===== src/rtl/display_scan_capture.sv =====
// Rebuilds six BCD digits from a multiplexed 7-segment scan. Each anode code must hold for
// SETTLE_CYCLES before its value is sampled. A frame is published only after all six digits
// have been seen. frame_valid drops when no frame completes within TIMEOUT_CYCLES.
module display_scan_capture #(
    parameter int unsigned SETTLE_CYCLES  = 4,
    parameter int unsigned TIMEOUT_CYCLES = 1000000
) (
    input  logic       clk,
    input  logic       reset,
    input  logic [7:0] anode,
    input  logic [3:0] Output_Display,
    output logic [3:0] digit1,
    output logic [3:0] digit2,
    output logic [3:0] digit3,
    output logic [3:0] digit4,
    output logic [3:0] digit5,
    output logic [3:0] digit6,
    output logic       frame_done,
    output logic       frame_valid,
    output logic       scan_error,
    output logic       bcd_error
);

    localparam logic [7:0]  SettleMax  = 8'(SETTLE_CYCLES);
    localparam logic [7:0]  SettleHit  = 8'(SETTLE_CYCLES - 1);
    localparam logic [23:0] TimeoutMax = 24'(TIMEOUT_CYCLES);

    typedef enum logic [1:0] {StIdle, StCollect, StCommit} state_e;

    state_e         state_q;
    logic [7:0]     anode_q, anode_prev_q;
    logic [3:0]     disp_q;
    logic [7:0]     settle_q, settle_d;
    logic [23:0]    tmo_q, tmo_d;
    logic [5:0]     mask_q, mask_d, mask_set;
    logic [5:0][3:0] stage_q, stage_d;
    logic [5:0][3:0] digit_q;
    logic           frame_done_q, frame_valid_q, frame_valid_d;
    logic           scan_error_q, bcd_error_q;

    logic           is_digit, is_blank;
    logic [2:0]     digit_idx;
    logic           capture, cap_digit, cap_illegal, commit_now;

    // Decode the registered anode code into a digit slot, blank, or illegal.
    always_comb begin
        is_digit  = 1'b1;
        is_blank  = 1'b0;
        digit_idx = 3'd0;
        case (anode_q)
            8'b1110_1111: digit_idx = 3'd0;
            8'b1101_1111: digit_idx = 3'd1;
            8'b1011_1111: digit_idx = 3'd2;
            8'b0111_1111: digit_idx = 3'd3;
            8'b1111_1110: digit_idx = 3'd4;
            8'b1111_1101: digit_idx = 3'd5;
            8'b1111_1111: begin
                is_digit = 1'b0;
                is_blank = 1'b1;
            end
            default:      is_digit = 1'b0;
        endcase
    end

    // Settle counting, capture qualification, staging/mask and timeout next state.
    always_comb begin
        // Capture fires only on the cycle the counter steps onto its saturation value.
        capture     = (anode_q == anode_prev_q) && (settle_q == SettleHit);
        cap_digit   = capture && is_digit;
        cap_illegal = capture && !is_digit && !is_blank;

        if (anode_q != anode_prev_q) begin
            settle_d = 8'd0;
        end else if (settle_q == SettleMax) begin
            settle_d = settle_q;
        end else begin
            settle_d = settle_q + 8'd1;
        end

        stage_d  = stage_q;
        mask_set = 6'b0;
        for (int i = 0; i < 6; i++) begin
            if (cap_digit && (digit_idx == 3'(i))) begin
                stage_d[i]  = disp_q;
                mask_set[i] = 1'b1;
            end
        end

        commit_now = cap_digit && ((mask_q | mask_set) == 6'b11_1111);
        if (cap_illegal || commit_now) begin
            mask_d = 6'b0;
        end else begin
            mask_d = mask_q | mask_set;
        end

        if (commit_now) begin
            tmo_d = 24'd0;
        end else if (tmo_q == TimeoutMax) begin
            tmo_d = tmo_q;
        end else begin
            tmo_d = tmo_q + 24'd1;
        end

        // A completing capture wins over a simultaneous timeout.
        if (commit_now) begin
            frame_valid_d = 1'b1;
        end else if (tmo_d == TimeoutMax) begin
            frame_valid_d = 1'b0;
        end else begin
            frame_valid_d = frame_valid_q;
        end
    end

    // Input registers and settle counter.
    always_ff @(posedge clk) begin
        if (reset) begin
            anode_q      <= 8'hFF;
            anode_prev_q <= 8'hFF;
            disp_q       <= 4'd0;
            settle_q     <= 8'd0;
        end else begin
            anode_q      <= anode;
            anode_prev_q <= anode_q;
            disp_q       <= Output_Display;
            settle_q     <= settle_d;
        end
    end

    // Frame FSM with registered outputs; COMMIT is the cycle the new digits are presented.
    always_ff @(posedge clk) begin
        if (reset) begin
            state_q       <= StIdle;
            mask_q        <= 6'b0;
            stage_q       <= '0;
            digit_q       <= '0;
            tmo_q         <= 24'd0;
            frame_done_q  <= 1'b0;
            frame_valid_q <= 1'b0;
            scan_error_q  <= 1'b0;
            bcd_error_q   <= 1'b0;
        end else begin
            mask_q        <= mask_d;
            stage_q       <= stage_d;
            tmo_q         <= tmo_d;
            frame_valid_q <= frame_valid_d;
            frame_done_q  <= commit_now;
            scan_error_q  <= cap_illegal;
            bcd_error_q   <= cap_digit && (disp_q > 4'd9);
            if (commit_now) begin
                digit_q <= stage_d;
            end
            if (commit_now) begin
                state_q <= StCommit;
            end else if (mask_d == 6'b0) begin
                state_q <= StIdle;
            end else begin
                state_q <= StCollect;
            end
        end
    end

    assign digit1      = digit_q[0];
    assign digit2      = digit_q[1];
    assign digit3      = digit_q[2];
    assign digit4      = digit_q[3];
    assign digit5      = digit_q[4];
    assign digit6      = digit_q[5];
    assign frame_done  = frame_done_q;
    assign frame_valid = frame_valid_q;
    assign scan_error  = scan_error_q;
    assign bcd_error   = bcd_error_q;

endmodule


===== config.mk =====
export PLATFORM = sky130hd
export DESIGN_NAME = display_scan_capture
export DESIGN_NICKNAME = d
export VERILOG_FILES = /design/src/rtl/display_scan_capture.sv
export SDC_FILE = /design/constraint.sdc
export NUM_CORES = 1
export LEC_CHECK = 0
export CAP_MARGIN = 40
export CORE_MARGIN = 1.5
export CORE_UTILIZATION = 55
export DETAILED_ROUTE_END_ITERATION = 6
export PLACE_DENSITY = 0.76
export RECOVER_POWER = 50
export SKIP_CTS_REPAIR_TIMING = 1
export SYNTH_ARGS = -nofsm -noshare
export SYNTH_HDL_FRONTEND = slang
export SYNTH_SLANG_ARGS = --single-unit

===== constraint.sdc =====
create_clock -name clk -period 3.6 [get_ports clk]
set_input_delay 0.72 -clock clk [delete_from_list [all_inputs] [get_ports clk]]
set_output_delay 0.72 -clock clk [all_outputs]
set_load 0.005 [all_outputs]

# Word level (Yosys, flattened, before mapping)
# Cells that the tools add are included.
[classes]
add_sub_neg = 2
order_cmp = 1
n_eq_ne = 19
n_mux = 19
bitwise_logic = 1
n_reduce_logical = 20
[ops]
columns = ["operator", "count"]
rows = [
  ["24-bit by 20-bit == test with 1-bit output (second input constant)", 2],
  ["8-bit == test (second input constant)", 6],
  ["24-bit 2-to-1 mux", 2],
  ["24-bit by 1-bit adder with 24-bit output (second input constant)", 1],
  ["4-bit 2-to-1 mux", 6],
  ["3-bit one-hot mux with 5 select lines", 1],
  ["1-bit logical AND", 12],
  ["1-bit 2-to-1 mux", 10],
  ["8-bit by 1-bit adder with 8-bit output (second input constant)", 1],
  ["8-bit by 2-bit == test with 1-bit output (second input constant)", 1],
  ["8-bit by 3-bit == test with 1-bit output (second input constant)", 1],
  ["8-bit by 7-bit == test with 1-bit output (second input constant)", 1],
  ["8-bit == test", 1],
  ["8-bit != test", 1],
  ["3-bit by 2-bit == test with 1-bit output (second input constant)", 2],
  ["3-bit == test (second input constant)", 2],
  ["6-bit == test (second input constant)", 1],
  ["6-bit OR", 1],
  ["6-bit OR reduction", 1],
  ["4-bit > comparator (second input constant)", 1],
  ["2-bit OR reduction", 2],
  ["3-bit by 1-bit == test with 1-bit output (second input constant)", 1],
  ["3-bit logical NOT", 1],
  ["1-bit logical NOT", 2],
  ["2 further kinds", 2],
]
[word_totals]
reg_bits = 110
in_bits = 14
wordCells = 84

# Longest topological paths before layout
[logic_depth]
ltp_word = 13
depth_mapped = 10
ltp_nobuf = 8

# Least setup slack after synthesis
# No wires, ideal clock.
[synth_path]
path_kind = "flip-flop to flip-flop"
startpoint = "reg settle_q[3]"
endpoint = "reg digit_q (netlist bit digit4[2])"
t_arrival_ps = 2541
t_required_ps = 3477
setup_slack_ps = 936
path_stages_with_launch = 7
n_path_buf = 0
cell_sequence = "dfxtp_1 or4_4 nor4b_4 nand3_2 nor4b_2 mux2_2 mux2_1"
[synth_via]
elab_chain_cells = 8
[synth_rtl]
columns = ["element", "line", "text"]
rows = [
  ["from (decl)", "33", "logic [7:0] settle_q, settle_d;"],
  ["from (signal assigned)", "125", "settle_q <= settle_d;"],
  ["8-bit by 2-bit == test with 1-bit output *", "68", "capture = (anode_q == anode_prev_q) && (settle_q == SettleHit);"],
  ["1-bit logical AND *", "68", ""],
  ["1-bit logical AND *", "69", "cap_digit = capture && is_digit;"],
  ["1-bit logical AND", "83", "if (cap_digit && (digit_idx == 3'(i))) begin"],
  ["1-bit 2-to-1 mux", "83", ""],
  ["6-bit OR", "89", "commit_now = cap_digit && ((mask_q | mask_set) == 6'b11_1111);"],
  ["6-bit == test", "89", ""],
  ["1-bit logical AND", "89", ""],
  ["to (signal assigned)", "150", "digit_q <= stage_d;"],
  ["to (decl)", "37", "logic [5:0][3:0] digit_q;"],
]
# Mark *: on every way between the ends. The rest lies on a longest branch, timed or not.
# A chain may end at the register's enable or synchronous reset.

# Worst setup path after layout
[layout_path]
startpoint = "reg anode_q[1]"
endpoint = "reg digit_q (netlist bit digit3[3])"
[layout_via]
elab_chain_cells = 9
[layout_rtl]
columns = ["element", "line", "text"]
rows = [
  ["from (decl)", "31", "logic [7:0] anode_q, anode_prev_q;"],
  ["from (signal assigned)", "122", "anode_q <= anode;"],
  ["branches (longest 9 deep; another with 8-bit == test)", "--", ""],
]
# Several ways; the timed one is not identified.

==> results.tsv <==
metric	value	unit
status	complete, no violations	
maxSlewViolCount	0	
setup-violations-final	0	
hold_path.startpoint	digit5[3]$_SDFFE_PP0N_	
io_pins	42	
fmax	0.299	GHz
cts_tree	built	
drt.antenna.violating_nets	0	
initial_core_util	57.4	%
crit_slowest_cell	nor4_2	
synth_fp_nets	569	
fp.dieH	98.9	microns
netlist_area	0.00505	sq mm
end_kind	register	
worst_slew_pin_slew	0.807	ns
setup_tns	0	ns
syn2layout_area_growth	13.7	%
r2r-end	digit3[3]$_SDFFE_PP0N_	
period_minus_slack	3.34	ns
p_comb_share	5.4	%
power_density	370	mW/mm^2
dp_worst_setup_slack	0.259	ns
synth_warnings	0	
synth.top_cell.area_share	43.6	%
synth_common_cells	dfxtp_1 (110), nor2_1 (60), nor2b_1 (34)	
async_reset_ff_share	0	%
crit_type	register to register	
antenna_found_initial	0	
critPathArrivalTime	3.60	ns
finalCritPeriodShare	92.9	%
p_switching	0.000511	W
fin_skew	0.0109	ns
rsz0062_at_grt	false	
first_iter_violations	217	
routed_via_density	5.70	
row_count	34	
internal_power	0.00162	W
ys_top_cells_by_area	dfxtp_1 (44%), xor2_1 (4.5%), nor2_1 (4.5%)	
h-tree-depth	3	
grt_use_total	21.8	%
irDropWorstVdd	0.250	mV
clk_pin_slew	0.11	ns
worstPathRequired	3.85	ns
yosys_register_bits	110	
gp_congestion	0.884	
core	0.00881	sq mm
cp-startpoint	anode_q[1]$_SDFF_PP1_	
drt-pass1-iter-count	5	
wire_per_inst	14.9	microns
drc_errors	0	
cts_buffers	9	
cpPeakStageDelay	0.75	ns
wirelength	10300	microns
critPathMaxFanout	18	
syn_avg_cell_area	9.17	sq um
overflow	0	
synth_edf_count	0	
r2r-start	anode_q[1]$_SDFF_PP1_	
hp-class	register to register	
pwr-share-clk	35.6	%
clock_latency	0.37	ns
die_area	0.00977	sq mm
clk_path_buf_depth	2	
hold_depth	2	
antennaDiodeCount	0	
dp_hpwl	7400	microns
grt_max_degree	40	
critPathLaunchType	register	
r2r_cells	6	
power_leakage	2.25	nW
p_sw_share	24.0	%
grt_pass1_vias	3679	
ys_seq_area_share	43.6	%
fin_ws	0.256	ns
synth_top_cell_by_area	dfxtp_1	
yosysMostFrequentCell	dfxtp_1	
ys.flop_type	dfxtp_1	
post_route_cells_drive_above_1_share	10.7	%
final_net_count	600	
die_w	98.9	microns
cp_cell_sequence	xor2_1, nor4_2, nand3_2, nor4_2, mux2_2, mux2_1	
r2r_setup_slack	0.26	ns
max_cap_viol_count	0	
slew_headroom	45.8	%
clock-sinks	110	
finalHoldViolCount	0	
syn_inst	551	
port_buffers	41	
critPathMostFrequentCell	nor4_2	
grt_pass1_wl	17400	microns
cts.root.buffer_cell	clkbuf_8	
whs_endpoint	digit5[3]$_SDFFE_PP0N_	
synth_cell_type_count	62	
seqPwrFrac	59.0	%
vias	3963	
-- critical path: cells and delay by family, from the launching register on --
| family | cells | cell delay, ns |
|---|---|---|
| multiplexers | 2 | 0.71 |
| XOR/XNOR | 1 | 0.15 |
| AND/OR/NAND/NOR | 3 | 1.68 |
| flip-flops | 1 | 0.69 |
-- layout by cell type, fill, tap and decap left out, drive strengths merged, types with 9 or more instances in the layout --
cell type	netlist	routed
dfxtp	110	110
nor2	60	60
nor2b	34	34
nand2	32	32
dlygate4sd3	0	28
xor2	26	26
mux2	24	24
nor3	22	22
nand3	21	21
xnor2	18	18
inv	13	16
or2	15	15
nand4	14	14
clkdlybuf4s50	0	12
o21ai	11	11
buf	12	11
clkbuf	19	10
o2111ai	9	9
-- state kept, by name, indices dropped and copies added (netlist names), 6 cells and up --
register	cells
anode_prev_q	8
anode_q	8
mask_q	6
settle_q	8
stage_q	24
tmo_q	24
-- power by group through the flow --
stage | clock (W) | sequential (W) | combinational, W
after detailed placement | 0 | 0.00128 | 0.000113
after CTS | 0.000775 | 0.00126 | 0.000114
after global routing | 0.000825 | 0.00126 | 0.000126
final | 0.000758 | 0.00126 | 0.000114
after floorplan | 0 | 0.00127 | 0.0000881
after global placement | 0 | 0.00128 | 0.000111
-- stage by stage --
step | power, W | instances | area (sq um) | util [%] | hold slack, ns
3_3_place_gp | 0.00139 | 679 | 5540 | 62.9 | 0.453
5_1_grt | 0.00221 | 695 | 5750 | 65.3 | 0.492
3_5_place_dp | 0.00140 | 679 | 5540 | 62.9 | 0.462
2_1_floorplan | 0.00136 | 551 | 5050 | - | 0.452
4_1_cts | 0.00214 | 695 | 5750 | 65.3 | 0.478
6_report | 0.00213 | 695 | 5750 | 65.3 | 0.467
-- routing by layer --
| metal | track usage [%] | vias to the layer above | wire length (microns) |
|---|---|---|---|
| li1 | - | 1984 | - |
| met1 | 30.2 | 1870 | 5050 |
| met2 | 33.6 | 99 | 4670 |
| met3 | 5.18 | 10 | 484 |
| met4 | 6.92 | 0 | 125 |
| met5 | 0 | - | 0 |
-- cell families after synthesis --
| family | share of synthesized area [%] |
|---|---|
| AND/OR/NAND/NOR | 26.4 |
| flip-flops | 43.6 |
| AO/OA/AOI/OAI | 10.6 |
| buffers and inverters | 3.81 |
| XOR/XNOR | 7.63 |
| multiplexers | 6.93 |
| adder cells (fa/ha/maj) | 0.990 |
-- layout make-up --
class	count	area, sq um
Sequential cell	110	2200
Clock inverter	6	77.6
Inverter	14	52.6
Tap cell	108	135
Multi-Input combinational cell	396	2660
Timing Repair Buffer	51	493
Clock buffer	10	128
Fill cell	734	3060
-- how the worst max path moves through the flow --
stage	end	slack, ns	cells after the start
floorplan	digit4[2]$_SDFFE_PP0N_	0.94	6
global route	digit3[3]$_SDFFE_PP0N_	0.03	6
finish	digit3[3]$_SDFFE_PP0N_	0.26	6
global placement	digit3[0]$_SDFFE_PP0N_	0.45	6
CTS	digit3[3]$_SDFFE_PP0N_	0.24	6
detailed placement	digit3[2]$_SDFFE_PP0N_	0.26	6
Power figures use the tool's default switching activity.
